==> config.mk <==
export PLATFORM = sky130hd
export DESIGN_NAME = mux_scan_ctrl
export DESIGN_NICKNAME = d
export VERILOG_FILES = /design/src/rtl/mux_scan_ctrl.sv
export SDC_FILE = /design/constraint.sdc
export NUM_CORES = 1
export LEC_CHECK = 0
export CAP_MARGIN = 15
export CORE_MARGIN = 2
export CORE_UTILIZATION = 40
export CTS_CLUSTER_DIAMETER = 100
export DETAILED_ROUTE_END_ITERATION = 16
export PLACE_DENSITY_LB_ADDON = 0.25
export SKIP_CTS_REPAIR_TIMING = 1
export SLEW_MARGIN = 30
export SYNTH_ARGS = -nofsm -noshare
export SYNTH_HDL_FRONTEND = slang
export SYNTH_SLANG_ARGS = --single-unit
==> constraint.sdc <==
create_clock -name clk -period 6 [get_ports clk]
set_clock_uncertainty 0.1 [all_clocks]
set_input_delay 1.2 -clock clk [delete_from_list [all_inputs] [get_ports clk]]
set_output_delay 1.2 -clock clk [all_outputs]
set_load 0.05 [all_outputs]
==> src/rtl/mux_scan_ctrl.sv <==
// Round-robin select driver for a 4:1 byte mux with a double-buffered channel bank.
// Shadow writes are committed to the active bank only on a frame-wrapping tick, so the mux output never tears.
module mux_scan_ctrl #(
  parameter int SIZE_SEL = 2,
  parameter int SIZE_M   = 4,
  parameter int SIZE_N   = 8,
  parameter int DIV      = 50000,
  parameter int DIV_W    = 16
) (
  input  logic                     clk,
  input  logic                     rst,
  input  logic                     en,
  input  logic                     wr_en,
  input  logic [SIZE_SEL-1:0]      wr_addr,
  input  logic [SIZE_N-1:0]        wr_data,
  input  logic                     update,
  input  logic [SIZE_M-1:0]        ch_mask,
  output logic [SIZE_SEL-1:0]      sel,
  output logic [SIZE_M*SIZE_N-1:0] data_bus,
  output logic                     ch_valid,
  output logic                     frame_done,
  output logic                     committed
);

  logic [DIV_W-1:0]    cnt;
  logic [SIZE_N-1:0]   shadow [SIZE_M];
  logic                pending;
  logic                tick;
  logic                any_ch;
  logic                wrap;
  logic                commit;
  logic [SIZE_SEL-1:0] next_sel;
  logic [SIZE_SEL-1:0] cand;
  logic                found;

  assign tick   = en && (cnt == DIV_W'(DIV - 1));
  assign any_ch = |ch_mask;

  // Cyclic search starting at sel+1; the last candidate is sel itself, so a
  // single enabled channel is re-selected on every tick.
  always_comb begin
    next_sel = sel;
    cand     = '0;
    found    = 1'b0;
    for (int k = 1; k <= SIZE_M; k++) begin
      cand = sel + SIZE_SEL'(k);
      if (!found && ch_mask[cand]) begin
        next_sel = cand;
        found    = 1'b1;
      end
    end
  end

  assign wrap     = (next_sel <= sel);
  assign commit   = tick && any_ch && wrap && (pending || update);
  assign ch_valid = ch_mask[sel];

  always_ff @(posedge clk) begin
    if (rst) begin
      cnt        <= '0;
      sel        <= '0;
      data_bus   <= '0;
      pending    <= 1'b0;
      frame_done <= 1'b0;
      committed  <= 1'b0;
      for (int i = 0; i < SIZE_M; i++) shadow[i] <= '0;
    end else begin
      if (en) cnt <= tick ? '0 : cnt + 1'b1;
      if (tick && any_ch) sel <= next_sel;
      frame_done <= tick && any_ch && wrap;
      committed  <= commit;
      // Active bank takes the pre-edge shadow; a same-edge write lands in shadow only.
      if (commit) begin
        for (int i = 0; i < SIZE_M; i++) data_bus[i*SIZE_N +: SIZE_N] <= shadow[i];
      end
      if (wr_en) shadow[wr_addr] <= wr_data;
      if (commit) pending <= 1'b0;
      else if (update) pending <= 1'b1;
    end
  end

endmodule

Word level (Yosys, flattened, before mapping)
Memories as Yosys holds them, arrays and structs flattened. A register that Yosys moved wholly into a read port is not among the register bits.
Index checks and enable logic that the tools add are counted.
{"block": "totals", "ff_bits": 21, "ram_bits": 32, "input_bits": 19, "out_inout_bits": 37, "elab_cells": 54, "n_memories": 1}
{"block": "classes", "n_addsub": 4, "magnitude_cmp": 5, "n_eq_ne": 1, "n_mux": 24, "n_reduce_logical": 14}
{"memory": "shadow", "words": 4, "word_bits": 8, "rd": 4, "rd_clocked_by_memory_dff": 4, "wr": 4, "line_no": "26", "rtl": "logic [SIZE_N-1:0] shadow [SIZE_M];"}
{"operator": "16-bit by 1-bit adder with 16-bit output (second input constant)", "count": 1}
{"operator": "16-bit == test (second input constant)", "count": 1}
{"operator": "16-bit two-way mux", "count": 1}
{"operator": "1-bit two-way mux", "count": 13}
{"operator": "2-bit by 3-bit < comparator with 1-bit output (second input constant)", "count": 4}
{"operator": "2-bit two-way mux", "count": 5}
{"operator": "1-bit binary-select mux with 2-bit select", "count": 4}
{"operator": "8-bit two-way mux", "count": 1}
{"operator": "8-bit OR reduction", "count": 1}
{"operator": "1-bit logical AND", "count": 7}
{"operator": "2-bit adder (second input constant)", "count": 2}
{"operator": "4-bit OR reduction", "count": 1}
{"operator": "1-bit logical NOT", "count": 3}
{"operator": "2-bit by 1-bit adder with 2-bit output (second input constant)", "count": 1}
{"operator": "2-bit less-or-equal comparator", "count": 1}
{"operator": "2-bit OR reduction", "count": 1}
{"operator": "1-bit logical OR", "count": 1}

Logic depth before layout (Yosys ltp)
Gate-level depths: netlist of run 1.
{"block": "logic_depth", "ltp_word": 17, "depth_mapped": 10, "depth_no_buf": 8}

Worst setup path after synthesis of run 1
Ideal clock, no wire load.
{"block": "synth_path", "kind": "input -> output", "start": "input port ch_mask[0]", "end": "output port ch_valid", "arrival_ps": 2164, "slack_ps": 2536, "cell_stages": 4, "n_path_buf": 0, "cell_sequence": "inv_1 -> nor2_1 -> a211oi_1 -> a21oi_1"}
{"block": "synth_via", "elab_chain_len": 2}
{"element": "start, declared", "line_no": "17", "rtl": "input logic [SIZE_M-1:0] ch_mask,"}
{"element": "1-bit binary-select mux with 2-bit select", "line_no": "56", "rtl": "assign ch_valid = ch_mask[sel];"}
{"element": "1-bit two-way mux (not written as such)", "line_no": "56"}
{"element": "end, declared", "line_no": "20", "rtl": "output logic ch_valid,"}
No other way between the ends. The select of a mux whose other input is x is not followed.

Worst setup path after layout of run 1
Ends and elaborated chain as after synthesis.

==> results of run 1 <==
-- registers in the layout, summed over array words and instances, names as in the netlist --
register and cells:
cnt 16, committed 1, data_bus 32, frame_done 1
pending 1, sel 2, shadow 32
-- cell families (layout without fill, tap and decap cells) --
logic type | after synthesis | count (layout) | share of synthesized area [%]
simple gates | 136 | 136 | 21.8
flops | 85 | 85 | 54.8
compound gates | 81 | 81 | 14.2
buf+inv | 34 | 81 | 4.48
xor+xnor | 14 | 14 | 3.32
fa+ha+maj | 3 | 3 | 1.02
mux | 1 | 1 | 0.271
-- where the power goes --
part | internal (mW) | switching [mW]
registers | 0.616 | 0.00609
logic | 0.0241 | 0.0552
clock network | 0.198 | 0.219
-- worst register-to-register path, cell delays in order, from the launching register on --
cell and delay [ns]:
dfxtp_1 0.54, nand3b_1 0.14, a31oi_1 0.24, ha_1 0.28, nor2b_1 0.16, o21ai_2 0.54, buf_4 0.36, nand4_1 0.13
a21oi_1 0.17
-- how the worst max path moves through the flow --
stage | slack (ns) | startpoint | to | cells past startpoint
global placement | 1.84 | ch_mask[0] | ch_valid | 6
floorplan | 2.54 | ch_mask[0] | ch_valid | 4
CTS | 1.75 | ch_mask[0] | ch_valid | 6
global route | 1.68 | ch_mask[0] | ch_valid | 6
detailed placement | 1.75 | ch_mask[0] | ch_valid | 6
finish | 1.74 | ch_mask[0] | ch_valid | 6
-- layout by cell type, fill, tap and decap left out, types with 9 or more instances in the layout --
cell             count
dfxtp_1             53
clkbuf_8             9
o31ai_1             32
nor2_1              18
nand4_1             38
a21oi_1             34
xnor2_1             10
edfxtp_1            32
and2_1              32
clkdlybuf4s50_1     55
-- layer usage --
metal  global-route usage (%)  vias to the layer above  share of wire, %
met3                     3.13                        7               3.9
met1                     22.0                     1357                47
li1                         -                     1406                 -
met4                     6.43                        0               1.0
met5                        0                        -                 0
met2                     27.8                       55                48
-- through the flow --
stage / hold slack, ns / setup slack, ns
after floorplan: 0.376 / 2.54
after global placement: 0.353 / 1.84
after detailed placement: 0.357 / 1.75
after CTS: 0.369 / 1.75
after global routing: 0.387 / 1.68
final: 0.366 / 1.74
-- final cells by class --
cell class | instances | area share (%)
Clock buffer | 9 | 2.76
Clock inverter | 7 | 1.81
Inverter | 6 | 0.501
Multi-Input combinational cell | 235 | 34.0
Sequential cell | 85 | 45.0
Tap cell | 111 | 3.09
Timing Repair Buffer | 59 | 12.9
==> run metrics, run 1 <==
Starting Density=40.5%; routability cong.=0.795; FF-to-FF setup slack=3.28 ns; I/O Buffers=55; final wirelength=8190 um; slowest cell on the critical path=clkdlybuf4s50_1; sequential-to-total area share from yosys stat=54.8%; RSZ-0062 raised after global routing=no; Yosys top cell by area=dfxtp_1; Buffers & Inverters on Critical Path=3; final setup fails=0; vias in the first global route=2635; critical path capture point type=output port; Slew Limit Fails=0; CTS root buffer=clkbuf_8; HPWL Detailed=5210 um; Post-Syn Instances=354; multi-input logic area=1530 sq um; FMAX=around 230 MHz; routed via count=2825; endpoints failing hold=0; layout cells sized above 1=7.98%; Row Count=35; cell family with most CP delay=buffers and inverters; crit-path cells=clkdlybuf4s50_1 > inv_1 > nor2_1 > a211oi_1 > a21oi_1 > clkdlybuf4s50_1; drt pass-1 iters=4; CP max stage delay=0.82 ns; ys async rst share=0%; per-cell routed wire length=16.0 um; Die H=100 um; power density over cell area=roughly 250 nW/um^2; worst hold path type=flip-flop to flip-flop; Slew HR=40.2%; chip width=about 100 um; initial antenna violation count=0; grt ovf=0; antenna-violating nets left=0; worst vdd ir=0.103 mV; cells on worst reg2reg path=8; RR Endpoint=data_bus[23]; CTS tree=yes; Total Nets Final=418; area of placed instances=between 4000 and 5000 sq um; Synth top cells by count=dfxtp_1, nand4_1, a21oi_1; cell mode on critical path=clkdlybuf4s50_1; Hold Path Stages=2; fin util=between 40% and 50%; Syn Nets=376; clock sinks=85; fill count=857; clk buf depth=2; register bit count reported by yosys=85; Most used DFF post-synth=dfxtp_1; outcome=completed; YS warnings=0; Post-synth EDFFs=32; worst setup path category=primary input to output port; R2R Path Start=sel[1]; Yosys top cell area share=28.8%; first-pass GRT wire length=about 13000 um; Vias/cell=approximately 5.5; die area=~10000 sq um; design area=4500 sq um; Power, Total=1.12 mW; Worst Max-Slew Pin Slew=0.889 ns; Finished Layout Cells=512; period utilisation layout=71.0%; worst-skew pair later-pin latency=around 0.35 ns; maxcap violations=0; # H-tree levels=3; Critical Path RT=4.70 ns; Arr. time, crit path=2.96 ns; most frequent cell after synthesis=dfxtp_1; dpl cells=~500; setup TNS=0 ns; Worst Hold End=data_bus[25]; CP startpoint kind=primary input; Synth Area per Inst=10.4 sq um; Residual DRC=0; GRT Total Usage=16.8%; min-delay src=data_bus[25]; largest net degree at the start of global routing=48; Syn Std Cell Area=3690 sq um; Tmin final=4.26 ns; top cells by area, synth=dfxtp_1, edfxtp_1, o31ai_1, nand4_1, and2_1; Num CTS Buffers=9; FF+latch area=2020 sq um; IO Count=56; maximum fanout along the worst path=4; DRT iter0 DRCs=206; Synth-to-Final Area Change=21.9%; CORE AREA=9110 sq um; Netlist cell types=45; n_diodes=0; Clock Pin Slew Worst Setup and Hold Paths=0.09 ns; Pleak=1.41 nW
Power figures use the tool's default switching activity.
==> run 2, diff against run 1 <==
clock period = 3.69 ns   (was 6 ns; I/O delays follow)
==> run metrics, run 2 (synthesis results as in run 1) <==
outcome=completed; drt pass-1 iters=4 (unchanged); Vias/cell=5.63 (+2.0%); most frequent cells in the layout=clkdlybuf4s50_1, dfxtp_1, nand4_1; final wirelength=8350 um (+2.0%); RR Endpoint=cnt[9]; clk buf depth=2 (unchanged); Slew Limit Fails=0 (unchanged); RSZ-0062 raised after global routing=no; FF+latch area=2020 sq um (unchanged); Tmin final=3.29 ns; die area=10000 sq um (unchanged); endpoints failing hold=0 (unchanged); per-cell routed wire length=16.2 um (+1.2%); Critical Path RT=2.85 ns (-1.85 ns); maxcap violations=0 (unchanged); Residual DRC=0 (unchanged); GRT Total Usage=17.7% (+0.84 points); clock sinks=85 (unchanged); commonest non-fill, non-tap cell in the layout=clkdlybuf4s50_1; first-pass GRT wire length=14100 um (+5.5%); largest net degree at the start of global routing=48 (unchanged); critical path capture point type=output port; worst-skew pair later-pin latency=0.35 ns (about the same); multi-input logic area=1530 sq um (about the same); Worst Max-Slew Pin Slew=0.866 ns (-0.0233 ns); cells on worst reg2reg path=5 (-3); routability cong.=0.760 (-4.4%); power density over cell area=400 nW/um^2 (+61%); CTS root buffer=clkbuf_8; DRT iter0 DRCs=161 (-22%); n_diodes=0 (unchanged); Pleak=1.43 nW (+1.4%); IO Count=56 (unchanged); # H-tree levels=3 (unchanged); Clock Pin Slew Worst Setup and Hold Paths=0.09 ns (about the same); crit path to=ch_valid; Num CTS Buffers=9 (unchanged); CP startpoint=ch_mask[0]; fin util=49.6% (+0.26 points); Total Nets Final=422 (+0.96%); setup TNS=0 ns (unchanged); antenna-violating nets left=0 (unchanged); Arr. time, crit path=2.45 ns (-0.51 ns); Row Count=35 (unchanged); period utilisation layout=89.1%; CORE AREA=9110 sq um (unchanged); worst vdd ir=0.162 mV (+58%); Synth-to-Final Area Change=22.5%; FF-to-FF setup slack=1.20 ns (-2.08 ns); biggest regs=data_bus (32), shadow (32), cnt (16); Slew HR=41.7% (+1.6 points); worst setup path category=primary input to output port; Starting Density=40.5% (unchanged); layout cells sized above 1=8.64% (+0.66 points); final setup fails=0 (unchanged); I/O Buffers=55 (unchanged); grt ovf=0 (unchanged); worst hold path type=flip-flop to flip-flop; fill count=898 (+4.8%); vias in the first global route=2779 (+5.5%); routed via count=2905 (+2.8%); FMAX=approximately 300 MHz; maximum fanout along the worst path=4 (unchanged); CP startpoint kind=primary input; Hold Path Stages=2 (unchanged); chip width=100 um (unchanged); R2R Path Start=cnt[14]; initial antenna violation count=0 (unchanged); Die H=100 um (unchanged); HPWL Detailed=5510 um (+5.8%); CTS tree=yes
==> run 2: metal layers <==
metal / wire length (um) / vias to the layer above / GRT usage [%]
met4: 59 / 0 / 6.22
li1: - / 1421 / -
met3: 328 / 4 / 2.99
met2: 4110 / 65 / 28.6
met1: 3860 / 1415 / 24.0
met5: 0 / - / 0
==> run 2: final cells by class <==
| type | instances | share of cell area, % |
|---|---|---|
| timing repair buffer | 63 | 13.5 |
| clock buffer | 9 | 2.74 |
| clock inverter | 7 | 1.69 |
| inverter | 6 | 0.498 |
| sequential | 85 | 44.7 |
| tap | 111 | 3.07 |
| multi-input combinational | 235 | 33.7 |
==> run 2: power by group <==
group	total, mW	switching, mW	internal, mW
combinational	0.132	0.0900	0.0422
clock	0.663	0.348	0.315
sequential	1.01	0.0106	1.00
==> run 2: worst min path at each step <==
| stage | startpoint | to | slack [ns] |
|---|---|---|---|
| 2_1_floorplan | cnt[15] | cnt[15] | 0.38 |
| 3_3_place_gp | data_bus[17] | data_bus[17] | 0.35 |
| 3_5_place_dp | data_bus[28] | data_bus[28] | 0.36 |
| 4_1_cts | data_bus[28] | data_bus[28] | 0.37 |
| 5_1_grt | data_bus[31] | data_bus[31] | 0.39 |
| 6_report | data_bus[18] | data_bus[18] | 0.36 |
==> run 2: per-stage QoR <==
step	hold slack, ns	cell area, sq um	setup WS (ns)	std cells	power [mW]
6_report	0.365	4520	0.402	516	1.81
5_1_grt	0.390	4520	0.308	516	1.88
4_1_cts	0.367	4520	0.402	516	1.82
3_5_place_dp	0.357	4320	0.406	500	1.17
3_3_place_gp	0.354	4310	0.446	500	1.16
2_1_floorplan	0.376	3690	0.986	354	1.11
==> run 2: critical path, cell delays in order <==
cell and delay (ns):
clkdlybuf4s50_1 0.51, inv_1 0.09, nor2_1 0.09, a211oi_1 0.07, a21oi_1 0.14, clkdlybuf4s50_1 0.81
==> run 3, diff against run 2 <==
CAP_MARGIN = 20   (was 15)
CTS_CLUSTER_DIAMETER = 120   (was 100)
==> results of run 3 <==
No change in the layout: final DEF, timing and power equal those of run 2.
